## src/rtl/mips_pkg.sv

```systemverilog
// -----------------------------------------------------------------------------
// mips_pkg
// Shared definitions for the 5-stage MIPS core pipeline registers.
//   CTRLW / CTRL_*   : width and bit positions of the packed control word
//                      {RegWrite,MemRead,MemWrite,MemtoReg,RegDst,Branch,Jump,
//                       ALUSrc,ShamtSelector}, RegWrite in the MSB.
//   REG_ZERO         : architectural $zero register number.
//   ALUOPW / ALUOP_* : ALU operation classes, shared with the ALU control.
//   ST_RUN/ST_BUBBLE : ID/EX bubble FSM encodings.
//   action_e         : what the ID/EX register does on the coming edge.
// -----------------------------------------------------------------------------
package mips_pkg;

    localparam int CTRLW = 9;

    localparam int CTRL_REGWRITE = 8;
    localparam int CTRL_MEMREAD  = 7;
    localparam int CTRL_MEMWRITE = 6;
    localparam int CTRL_MEMTOREG = 5;
    localparam int CTRL_REGDST   = 4;
    localparam int CTRL_BRANCH   = 3;
    localparam int CTRL_JUMP     = 2;
    localparam int CTRL_ALUSRC   = 1;
    localparam int CTRL_SHAMTSEL = 0;

    localparam logic [4:0] REG_ZERO = 5'd0;

    localparam int ALUOPW = 3;
    localparam logic [ALUOPW-1:0] ALUOP_ADD   = 3'd0;
    localparam logic [ALUOPW-1:0] ALUOP_SUB   = 3'd1;
    localparam logic [ALUOPW-1:0] ALUOP_RTYPE = 3'd2;
    localparam logic [ALUOPW-1:0] ALUOP_AND   = 3'd3;
    localparam logic [ALUOPW-1:0] ALUOP_OR    = 3'd4;
    localparam logic [ALUOPW-1:0] ALUOP_SLT   = 3'd5;
    localparam logic [ALUOPW-1:0] ALUOP_LUI   = 3'd6;

    localparam logic [0:0] ST_RUN    = 1'b0;
    localparam logic [0:0] ST_BUBBLE = 1'b1;

    // Resolved per-edge action, highest priority first.
    typedef enum logic [1:0] {
        ACT_HOLD   = 2'd0,
        ACT_FLUSH  = 2'd1,
        ACT_HAZARD = 2'd2,
        ACT_LOAD   = 2'd3
    } action_e;

    // True when the control word describes a load (the only producer whose
    // result is not yet available to a dependent instruction in EX).
    function automatic logic is_load(input logic [CTRLW-1:0] ctrl);
        return ctrl[CTRL_MEMREAD];
    endfunction

endpackage

```

## src/rtl/load_use_hazard_detector.sv

```systemverilog
// -----------------------------------------------------------------------------
// load_use_hazard_detector
// Pure combinational load-use compare between the instruction in EX and the
// instruction sitting in ID.
//   ex_valid_i    : EX holds a real instruction
//   ex_mem_read_i : EX instruction is a load
//   ex_rt_i       : load destination (Rt)
//   id_valid_i    : ID holds a real instruction
//   id_rs_i       : ID source Rs (always read)
//   id_rt_i       : ID source Rt (read only when id_uses_rt_i)
//   id_uses_rt_i  : ID instruction reads Rt as a source
//   hazard_o      : ID must wait one cycle behind the load
// -----------------------------------------------------------------------------
module load_use_hazard_detector
    import mips_pkg::*;
(
    input  logic       ex_valid_i,
    input  logic       ex_mem_read_i,
    input  logic [4:0] ex_rt_i,
    input  logic       id_valid_i,
    input  logic [4:0] id_rs_i,
    input  logic [4:0] id_rt_i,
    input  logic       id_uses_rt_i,
    output logic       hazard_o
);

    logic rs_match;
    logic rt_match;

    assign rs_match = (ex_rt_i == id_rs_i);
    assign rt_match = id_uses_rt_i && (ex_rt_i == id_rt_i);

    // Loads into $zero write nothing, so they can never feed a dependent.
    assign hazard_o = ex_valid_i && ex_mem_read_i && (ex_rt_i != REG_ZERO) &&
                      (rs_match || rt_match) && id_valid_i;

endmodule

```

## src/rtl/id_ex_hazard_register.sv

```systemverilog
// -----------------------------------------------------------------------------
// id_ex_hazard_register
// ID/EX pipeline register with load-use bubble insertion, branch/jump flush,
// global hold and a pending-flush memory for flushes that arrive during hold.
//   clk, reset          : pipeline clock, asynchronous active-low reset
//   Hold                : freeze all state (memory wait); Stall forced high
//   Flush               : squash the instruction entering EX
//   ID_*                : decoded instruction from ID (Valid, Rs, Rt, Rd,
//                         UsesRt, Ctrl, ALUOp and the datapath operands)
//   EX_*                : registered copies of every ID_* field, one cycle later
//   Stall               : combinational; freezes PC and IF/ID
//   BubbleCount         : saturating count of inserted bubbles
// -----------------------------------------------------------------------------
module id_ex_hazard_register
    import mips_pkg::*;
#(
    parameter int NBits = 32,
    parameter int CNTW  = 16
) (
    input  logic              clk,
    input  logic              reset,
    input  logic              Hold,
    input  logic              Flush,

    input  logic              ID_Valid,
    input  logic [4:0]        ID_Rs,
    input  logic [4:0]        ID_Rt,
    input  logic [4:0]        ID_Rd,
    input  logic              ID_UsesRt,
    input  logic [CTRLW-1:0]  ID_Ctrl,
    input  logic [ALUOPW-1:0] ID_ALUOp,
    input  logic [NBits-1:0]  ID_ReadData1,
    input  logic [NBits-1:0]  ID_ReadData2,
    input  logic [NBits-1:0]  ID_ShamtExtend,
    input  logic [NBits-1:0]  ID_ImmediateExtend,
    input  logic [NBits-1:0]  ID_PC_4,
    input  logic [5:0]        ID_ALUFunction,
    input  logic [25:0]       ID_JumpNoShifted,

    output logic              EX_Valid,
    output logic [4:0]        EX_Rs,
    output logic [4:0]        EX_Rt,
    output logic [4:0]        EX_Rd,
    output logic              EX_UsesRt,
    output logic [CTRLW-1:0]  EX_Ctrl,
    output logic [ALUOPW-1:0] EX_ALUOp,
    output logic [NBits-1:0]  EX_ReadData1,
    output logic [NBits-1:0]  EX_ReadData2,
    output logic [NBits-1:0]  EX_ShamtExtend,
    output logic [NBits-1:0]  EX_ImmediateExtend,
    output logic [NBits-1:0]  EX_PC_4,
    output logic [5:0]        EX_ALUFunction,
    output logic [25:0]       EX_JumpNoShifted,

    output logic              Stall,
    output logic [CNTW-1:0]   BubbleCount
);

    // ---------------------------------------------------------------- state
    logic              valid_q,   valid_d;
    logic [4:0]        rs_q,      rs_d;
    logic [4:0]        rt_q,      rt_d;
    logic [4:0]        rd_q,      rd_d;
    logic              uses_rt_q, uses_rt_d;
    logic [CTRLW-1:0]  ctrl_q,    ctrl_d;
    logic [ALUOPW-1:0] aluop_q,   aluop_d;
    logic [NBits-1:0]  rd1_q,     rd1_d;
    logic [NBits-1:0]  rd2_q,     rd2_d;
    logic [NBits-1:0]  shamt_q,   shamt_d;
    logic [NBits-1:0]  imm_q,     imm_d;
    logic [NBits-1:0]  pc4_q,     pc4_d;
    logic [5:0]        func_q,    func_d;
    logic [25:0]       jump_q,    jump_d;

    logic [0:0]        state_q,         state_d;
    logic              flush_pending_q, flush_pending_d;
    logic [CNTW-1:0]   count_q,         count_d;

    logic              hazard_raw;
    logic              hazard;
    action_e           action;

    // ------------------------------------------------------ hazard compare
    load_use_hazard_detector u_hazard (
        .ex_valid_i    (valid_q),
        .ex_mem_read_i (is_load(ctrl_q)),
        .ex_rt_i       (rt_q),
        .id_valid_i    (ID_Valid),
        .id_rs_i       (ID_Rs),
        .id_rt_i       (ID_Rt),
        .id_uses_rt_i  (ID_UsesRt),
        .hazard_o      (hazard_raw)
    );

    // In BUBBLE the EX slot is already empty, so the compare cannot fire;
    // gating on RUN keeps that guarantee explicit rather than incidental.
    assign hazard = hazard_raw && (state_q == ST_RUN);

    // ---------------------------------------------------- action priority
    always_comb begin
        if (Hold) begin
            action = ACT_HOLD;
        end else if (Flush || flush_pending_q) begin
            action = ACT_FLUSH;
        end else if (hazard) begin
            action = ACT_HAZARD;
        end else begin
            action = ACT_LOAD;
        end
    end

    // Flush overrides a hazard: the dependent instruction is being squashed
    // anyway, so the front end must keep moving to fetch the branch target.
    // Held low in reset so the front end sees a clean, unstalled pipe.
    assign Stall = reset && ((action == ACT_HOLD) || (action == ACT_HAZARD));

    // --------------------------------------------------------- next state
    always_comb begin
        // NOTE: every variable gets a default first so no path through the
        // case below can leave one unassigned and infer a latch.
        valid_d         = valid_q;
        rs_d            = rs_q;
        rt_d            = rt_q;
        rd_d            = rd_q;
        uses_rt_d       = uses_rt_q;
        ctrl_d          = ctrl_q;
        aluop_d         = aluop_q;
        rd1_d           = rd1_q;
        rd2_d           = rd2_q;
        shamt_d         = shamt_q;
        imm_d           = imm_q;
        pc4_d           = pc4_q;
        func_d          = func_q;
        jump_d          = jump_q;
        state_d         = state_q;
        flush_pending_d = flush_pending_q;
        count_d         = count_q;

        if (action != ACT_HOLD) begin
            // Data fields follow ID even for a bubble: don't-care in EX, but
            // deterministic instead of stale.
            valid_d   = ID_Valid;
            rs_d      = ID_Rs;
            rt_d      = ID_Rt;
            rd_d      = ID_Rd;
            uses_rt_d = ID_UsesRt;
            ctrl_d    = ID_Ctrl;
            aluop_d   = ID_ALUOp;
            rd1_d     = ID_ReadData1;
            rd2_d     = ID_ReadData2;
            shamt_d   = ID_ShamtExtend;
            imm_d     = ID_ImmediateExtend;
            pc4_d     = ID_PC_4;
            func_d    = ID_ALUFunction;
            jump_d    = ID_JumpNoShifted;
            state_d   = ST_RUN;
        end

        case (action)
            ACT_HOLD: begin
                // A flush during hold would otherwise be lost; replay it on
                // the first edge after release.
                flush_pending_d = flush_pending_q || Flush;
            end
            ACT_FLUSH, ACT_HAZARD: begin
                valid_d         = 1'b0;
                ctrl_d          = '0;
                aluop_d         = '0;
                flush_pending_d = 1'b0;
                count_d         = (&count_q) ? count_q : count_q + CNTW'(1);
                if (action == ACT_HAZARD) begin
                    state_d = ST_BUBBLE;
                end
            end
            default: begin
            end
        endcase
    end

    // ------------------------------------------------------------- flops
    // Every flop is reset, so EX sees a clean, invalid slot out of reset.
    always_ff @(posedge clk or negedge reset) begin
        if (!reset) begin
            valid_q         <= 1'b0;
            rs_q            <= '0;
            rt_q            <= '0;
            rd_q            <= '0;
            uses_rt_q       <= 1'b0;
            ctrl_q          <= '0;
            aluop_q         <= '0;
            rd1_q           <= '0;
            rd2_q           <= '0;
            shamt_q         <= '0;
            imm_q           <= '0;
            pc4_q           <= '0;
            func_q          <= '0;
            jump_q          <= '0;
            state_q         <= ST_RUN;
            flush_pending_q <= 1'b0;
            count_q         <= '0;
        end else begin
            // NOTE: non-blocking assignments so every flop samples the
            // pre-edge value of every other flop, independent of order.
            valid_q         <= valid_d;
            rs_q            <= rs_d;
            rt_q            <= rt_d;
            rd_q            <= rd_d;
            uses_rt_q       <= uses_rt_d;
            ctrl_q          <= ctrl_d;
            aluop_q         <= aluop_d;
            rd1_q           <= rd1_d;
            rd2_q           <= rd2_d;
            shamt_q         <= shamt_d;
            imm_q           <= imm_d;
            pc4_q           <= pc4_d;
            func_q          <= func_d;
            jump_q          <= jump_d;
            state_q         <= state_d;
            flush_pending_q <= flush_pending_d;
            count_q         <= count_d;
        end
    end

    // ----------------------------------------------------------- outputs
    assign EX_Valid           = valid_q;
    assign EX_Rs              = rs_q;
    assign EX_Rt              = rt_q;
    assign EX_Rd              = rd_q;
    assign EX_UsesRt          = uses_rt_q;
    assign EX_Ctrl            = ctrl_q;
    assign EX_ALUOp           = aluop_q;
    assign EX_ReadData1       = rd1_q;
    assign EX_ReadData2       = rd2_q;
    assign EX_ShamtExtend     = shamt_q;
    assign EX_ImmediateExtend = imm_q;
    assign EX_PC_4            = pc4_q;
    assign EX_ALUFunction     = func_q;
    assign EX_JumpNoShifted   = jump_q;
    assign BubbleCount        = count_q;

endmodule

```

## config.mk

```make
export PLATFORM = sky130hd
export DESIGN_NAME = id_ex_hazard_register
export DESIGN_NICKNAME = d
export VERILOG_FILES = /design/src/rtl/mips_pkg.sv /design/src/rtl/load_use_hazard_detector.sv /design/src/rtl/id_ex_hazard_register.sv
export SDC_FILE = /design/constraint.sdc
export NUM_CORES = 1
export LEC_CHECK = 0
export BUFFER_PORTS_ARGS = -buffer_cell sky130_fd_sc_hd__buf_2
export CORE_AREA = 2 2 180 182
export CTS_CLUSTER_DIAMETER = 150
export DETAILED_ROUTE_END_ITERATION = 12
export DIE_AREA = 0 0 182 184
export PLACE_DENSITY_LB_ADDON = 0.15
export SYNTH_ARGS = -nofsm -noshare
export SYNTH_HDL_FRONTEND = slang
export SYNTH_SLANG_ARGS = --single-unit
```

## constraint.sdc

```tcl
create_clock -name clk -period 7.4 [get_ports clk]
set_clock_uncertainty 0.1 [all_clocks]
set_input_delay 1.48 -clock clk [delete_from_list [all_inputs] [get_ports clk]]
set_output_delay 1.48 -clock clk [all_outputs]
set_load 0.03 [all_outputs]
```

==> summary.md, run 1 <==
| Metric | Value |
|---|---|
| Status | `complete, no violations` |
| Final Hold Vio Count | `0` |
| HP Class | `reg -> reg` |
| Max Cap Viol | `0` |
| First-pass iteration count of the detailed router | `4` |
| Root Driver | `clkbuf_16` |
| Final core utilization | `41.4%` |
| GR Overflow Total | `0` |
| GR Layer Usage met2 | `26.8%` |
| Starting density of the core | `29.5%` |
| Later-pin clock latency in the skew report | `0.55 ns` |
| Gr usage total | `14.9%` |
| Clk sinks | `239` |
| Setup CP Type | `in -> out` |
| Net Switching | `1.18 mW` |
| WP data required | `5.82 ns` |
| Synth Instances | `600` |
| RSZ-0062 raised after global routing | `false` |
| GR Util met1 | `16.8%` |
| Via-to-Cell Ratio | `4.38` |
| CTS Buf Count | `29` |
| Layer with the highest usage | `met2` |
| Setup violations, final | `0` |
| Flop pwr share | `40.8%` |
| Vert. Die Dim | `184 um` |
| # hold bufs at CTS | `0` |
| Max Slew Vio Count | `0` |
| Post-Syn Area per Cell | `15.5 um2` |
| Nets@finish | `1297` |
| Synthesized Nets | `829` |
| Power Density | `293 nW/um2` |
| Slew @ Worst Pin | `0.999 ns` |
| Met3 Track Usage GR | `4.04%` |
| Pleak | `6.31 nW` |
| Netlist Area Pre-Place | `9270 um2` |
| FF+latch count, synth | `239` |
| Post-CTS Setup Inserts | `0` |
| Cell Rows | `65` |
| IO buf count | `462` |
| H-tree depth | `1` |
| CP endpoint kind | `primary output` |
| CTS tree | `done` |
| Vias post-DR | `6545` |
| Startpoint Class | `primary input` |
| Core footprint | `31400 um2` |
| Routability cong. | `0.768` |
| Die ar. | `33500 um2` |
| Post-CTS Resized | `0` |
| Area delta synth->final | `40.3%` |
| Seq/Total Area, Yosys | `64.5%` |
| Period utilisation layout | `55.8%` |
| Most common cell after layout, fill and taps aside | `buf_2` |
| First DRT Iteration DRCs | `181` |
| Number of synthesized flops with an enable pin | `0` |
| Largest net degree at the start of global routing | `92` |
| Avg WL per Cell | `17.5 um` |
| Ys async rst share | `100%` |
| Fmax | `242 MHz` |
| Clock Power Share | `37.4%` |
| Synth Flop Type | `dfrtp_1` |
| Post-Route WL | `26200 um` |
| Vias in the first global route | `6817` |
| Setup TNS | `0 ns` |
| Post-DRT Antenna Nets | `0` |
| Max-slew headroom | `33.4%` |
| Worst VDD drop | `0.000145 V` |
| Internal | `2.64 mW` |
| Post-DP HPWL | `19100 um` |
| Sw Share | `30.8%` |
| Combinational power share | `21.8%` |
| Ratio of cells with drive above 1 in the final layout | `66.8%` |
| Worst-case clock buffer depth | `3` |
| # IOs | `463` |
| Reg2Reg Setup Slack | `4.20 ns` |
| Post-DP Area | `12000 um2` |
| First-pass GRT wire length | `39200 um` |
| Crit path max fanout | `91` |
| CP arrival | `2.55 ns` |
| Clock slew at reported path FFs | `0.06 ns` |
| Most used cells in the layout excluding fill and tap cells | `461 x buf_2, 239 x dfrtp_1, 209 x mux2_2` |
| Synth unique cells | `37` |
| Synthesis warning total | `0` |
| Post-route DRC | `0` |
| Total power | `3.81 mW` |
| Tmin final | `4.13 ns` |
| Final Cell Area | `13000 um2` |
| Chip width | `182 um` |
| Initial antenna violation count | `5` |
[flip-flops by register name (all words and copies together) (netlist names), 6 cells and up]
| name | cells |
|---|---|
| EX_PC_4 | 32 |
| EX_ShamtExtend | 32 |
| EX_JumpNoShifted | 26 |
| EX_ReadData2 | 32 |
| EX_ReadData1 | 32 |
| EX_Ctrl | 9 |
| BubbleCount | 16 |
| EX_ImmediateExtend | 32 |
| EX_ALUFunction | 6 |
[per-layer routing]
metal,vias up,share of wire [%]
met5,-,0
met4,0,3.3
met3,47,7.2
met2,264,52
met1,3184,38
li1,3050,-
[metrics by stage]
stage	hold slack [ns]	instances	setup WS [ns]
after floorplan	0.364	600	3.59
after global placement	0.364	1439	3.04
after detailed placement	0.368	1439	3.05
after CTS	0.384	1489	3.22
after global routing	0.399	1494	3.13
final	0.376	1495	3.27
[power groups by stage]
stage | combinational [mW] | clock (mW) | sequential, mW
after CTS | 0.848 | 1.48 | 1.56
after global placement | 0.843 | 0 | 1.57
after global routing | 0.887 | 1.54 | 1.58
after detailed placement | 0.848 | 0 | 1.58
final | 0.831 | 1.43 | 1.56
after floorplan | 0.221 | 0 | 1.88
[area by class of cell]
type | count | area [um2]
Fill cell | 3042 | 18400
Sequential cell | 239 | 5980
Multi-Input combinational cell | 329 | 3160
Timing Repair Buffer | 466 | 2380
Clock buffer | 40 | 827
Tap cell | 402 | 503
Clock inverter | 10 | 131
Antenna cell | 6 | 15.0
Inverter | 3 | 11.3
[logic make-up (layout without fill, tap and decap cells)]
kind of cell               Yosys count  count (layout)  share of synthesized area [%]
DFF                                239             239                           64.5
muxes                              209             209                           25.4
and+or+nand+nor                     64              64                           3.83
buffers and inverters               32             519                           1.53
AOI/OAI and AO/OA                   29              29                           2.02
xor gates and xnor gates            23              23                           2.17
adders and majority gates            4               4                          0.540
other                                0               6                              0
[cell usage after synthesis (2+ instances only)]
cell type    n  area share, %
nand2_1     19           0.77
buf_2       14           0.76
xor2_1      10           0.94
a211oi_1     2           0.16
mux2_2     209             25
nand2b_1    13           0.88
inv_1        3           0.12
ha_1         4           0.54
nor4_1       5           0.34
nor3_1       4           0.22
nand3_1      6           0.32
o21ai_0     13           0.70
clkbuf_1    14           0.57
xnor2_1     13            1.2
nor2_1       4           0.16
nand4_1      3           0.20
or3_1        2           0.13
a21oi_1      4           0.22
a41oi_1      2           0.19
dfrtp_1    239             65
[critical path: stages]
cell	delay, ns
buf_8	0.49
and2_1	0.22
a31o_2	0.09
buf_2	0.20
[worst paths after layout]
kind | start | to | depth (start not counted)
max | reset | Stall | 4
min reg2reg | EX_Ctrl[6] | EX_Ctrl[6] | 2
max reg2reg | EX_Rt[3] | EX_ShamtExtend[5] | 7
min | EX_Ctrl[6] | EX_Ctrl[6] | 2
max in group asynchronous | reset | EX_Ctrl[4] | 2
min in group asynchronous | reset | EX_UsesRt | 1
Note: power is estimated with default switching activity, not from simulation.
==> inputs of run 2 (changes only) <==
--- a/config.mk
+++ b/config.mk
@@ -6,10 +6,10 @@
 export NUM_CORES = 1
 export LEC_CHECK = 0
 export BUFFER_PORTS_ARGS = -buffer_cell sky130_fd_sc_hd__buf_2
-export CORE_AREA = 2 2 180 182
+export CORE_AREA = 2 2 178 180
 export CTS_CLUSTER_DIAMETER = 150
 export DETAILED_ROUTE_END_ITERATION = 12
-export DIE_AREA = 0 0 182 184
+export DIE_AREA = 0 0 180 182
 export PLACE_DENSITY_LB_ADDON = 0.15
 export SYNTH_ARGS = -nofsm -noshare
 export SYNTH_HDL_FRONTEND = slang
==> constraint.sdc (replaced) <==
create_clock -name clk -period 3.6 [get_ports clk]
set_clock_uncertainty 0.1 [all_clocks]
set_input_delay 0.72 -clock clk [delete_from_list [all_inputs] [get_ports clk]]
set_output_delay 0.72 -clock clk [all_outputs]
set_load 0.03 [all_outputs]
==> summary.md, run 2 (synthesis gave the netlist of run 1 again) <==
| Metric | Value |
|---|---|
| CTS Buf Count | `28` |
| First DRT Iteration DRCs | `164` |
| Clock Power Share | `36.3%` |
| Crit path capture | `Stall` |
| Cell Rows | `65` |
| Net Switching | `2.40 mW` |
| Die ar. | `32800 um2` |
| R2r endpoint | `BubbleCount[12]` |
| Fmax | `333 MHz` |
| Setup TNS | `0 ns` |
| Max-slew headroom | `50.5%` |
| Most common cell after layout, fill and taps aside | `buf_2` |
| First-pass iteration count of the detailed router | `4` |
| Worst R2R Start | `EX_Rt[1]` |
| First-pass GRT wire length | `41000 um` |
| Sw Share | `31.1%` |
| Slew @ Worst Pin | `0.743 ns` |
| Post-route DRC | `0` |
| CP endpoint kind | `primary output` |
| Combinational power share | `22.3%` |
| Post-DP HPWL | `20100 um` |
| Starting density of the core | `29.9%` |
| Internal | `5.31 mW` |
| Max Cap Viol | `0` |
| Post-CTS Setup Inserts | `0` |
| Vert. Die Dim | `182 um` |
| Worst setup path start | `EX_Rt[1]` |
| Clock slew at reported path FFs | `0.06 ns` |
| Crit path max fanout | `5` |
| Worst VDD drop | `0.000396 V` |
| Avg WL per Cell | `17.6 um` |
| Pleak | `6.32 nW` |
| Vias in the first global route | `6831` |
| Flop pwr share | `41.4%` |
| Later-pin clock latency in the skew report | `0.54 ns` |
| Area delta synth->final | `40.8%` |
| Core footprint | `31000 um2` |
| Startpoint Class | `flip-flop` |
| Power Density | `591 nW/um2` |
| Largest net degree at the start of global routing | `120` |
| CTS tree | `done` |
| IO buf count | `462` |
| Most used cells in the layout excluding fill and tap cells | `461 x buf_2, 239 x dfrtp_1, 209 x mux2_2` |
| Root Driver | `clkbuf_16` |
| Period utilisation layout | `83.5%` |
| Setup CP Type | `reg -> out` |
| WP data required | `2.78 ns` |
| Tmin final | `3.01 ns` |
| Final Hold Vio Count | `0` |
| Initial antenna violation count | `8` |
| Final Cell Area | `13100 um2` |
| Vias post-DR | `6594` |
| Clk sinks | `239` |
| Nets@finish | `1303` |
| Post-DRT Antenna Nets | `0` |
| Post-Route WL | `26400 um` |
| Reg2reg path depth | `9` |
| RSZ-0062 raised after global routing | `false` |
| Setup violations, final | `0` |
| CP arrival | `2.19 ns` |
| Gr usage total | `15.9%` |
| Chip width | `180 um` |
| Post-DP Area | `12100 um2` |
| Via-to-Cell Ratio | `4.40` |
| Max Slew Vio Count | `0` |
| Status | `complete, no violations` |
| Ratio of cells with drive above 1 in the final layout | `66.8%` |
| Reg2Reg Setup Slack | `0.65 ns` |
| # IOs | `463` |
| H-tree depth | `1` |
| Routability cong. | `0.737` |
| Worst-case clock buffer depth | `3` |
| HP Class | `in -> reg` |
| GR Overflow Total | `0` |
==> run 2: what timing repair did <==
action	4_1_cts	5_1_grt
hold buffers	1	0
endpoints found under the hold margin	38	0
endpoints found under the setup margin	0	0
gates resized for setup	0	0
==> run 2: cell type report <==
class                      instances  area, um2
fill                            3073      17900
sequential                       239       5980
multi-input combinational        329       3160
timing repair buffer             473       2470
clock buffer                      39        802
tap                              402        503
clock inverter                     9        111
antenna                            5       12.5
inverter                           3       11.3
==> run 2: power groups by stage <==
stage / Combinational [mW] / Sequential [mW] / Clock [mW]
6_report: 1.72 / 3.19 / 2.80
5_1_grt: 1.84 / 3.24 / 3.01
4_1_cts: 1.75 / 3.20 / 2.91
3_5_place_dp: 1.75 / 3.24 / 0
3_3_place_gp: 1.74 / 3.23 / 0
2_1_floorplan: 0.455 / 3.86 / 0
==> run 2: routing by layer <==
layer / track usage, % / vias up / part of all wire [%]
met5: 0 / - / 0.049
met4: 5.27 / 2 / 3.0
met3: 5.09 / 53 / 8.3
met2: 27.9 / 271 / 51
met1: 18.4 / 3208 / 38
li1: - / 3060 / -
==> run 2: through the flow <==
step	setup slack [ns]	cells	util [%]	total power, mW	hold WS [ns]
finish	0.595	1499	42.1	7.71	0.305
global route	0.464	1497	42.1	8.09	0.276
CTS	0.534	1494	42.1	7.85	0.272
detailed placement	0.518	1445	39.1	4.99	0.367
global placement	0.538	1445	39.1	4.97	0.364
floorplan	0.787	600	-	4.32	0.324
==> run 2: worst min path at each step <==
stage / start / to / cells after the start
after global placement: EX_Ctrl[0] / EX_Ctrl[0] / 2
after CTS: ID_PC_4[6] / EX_PC_4[6] / 2
after global routing: ID_PC_4[3] / EX_PC_4[3] / 2
after detailed placement: EX_Ctrl[0] / EX_Ctrl[0] / 2
after floorplan: reset / BubbleCount[0] / 0
final: ID_PC_4[6] / EX_PC_4[6] / 2
==> run 2: worst max-delay path, stage by stage (launching register included) <==
cell and delay (ns):
dfrtp_1 0.45, or4_1 0.55, nor2_1 0.14, nor4_1 0.10, a31o_2 0.24, buf_2 0.18
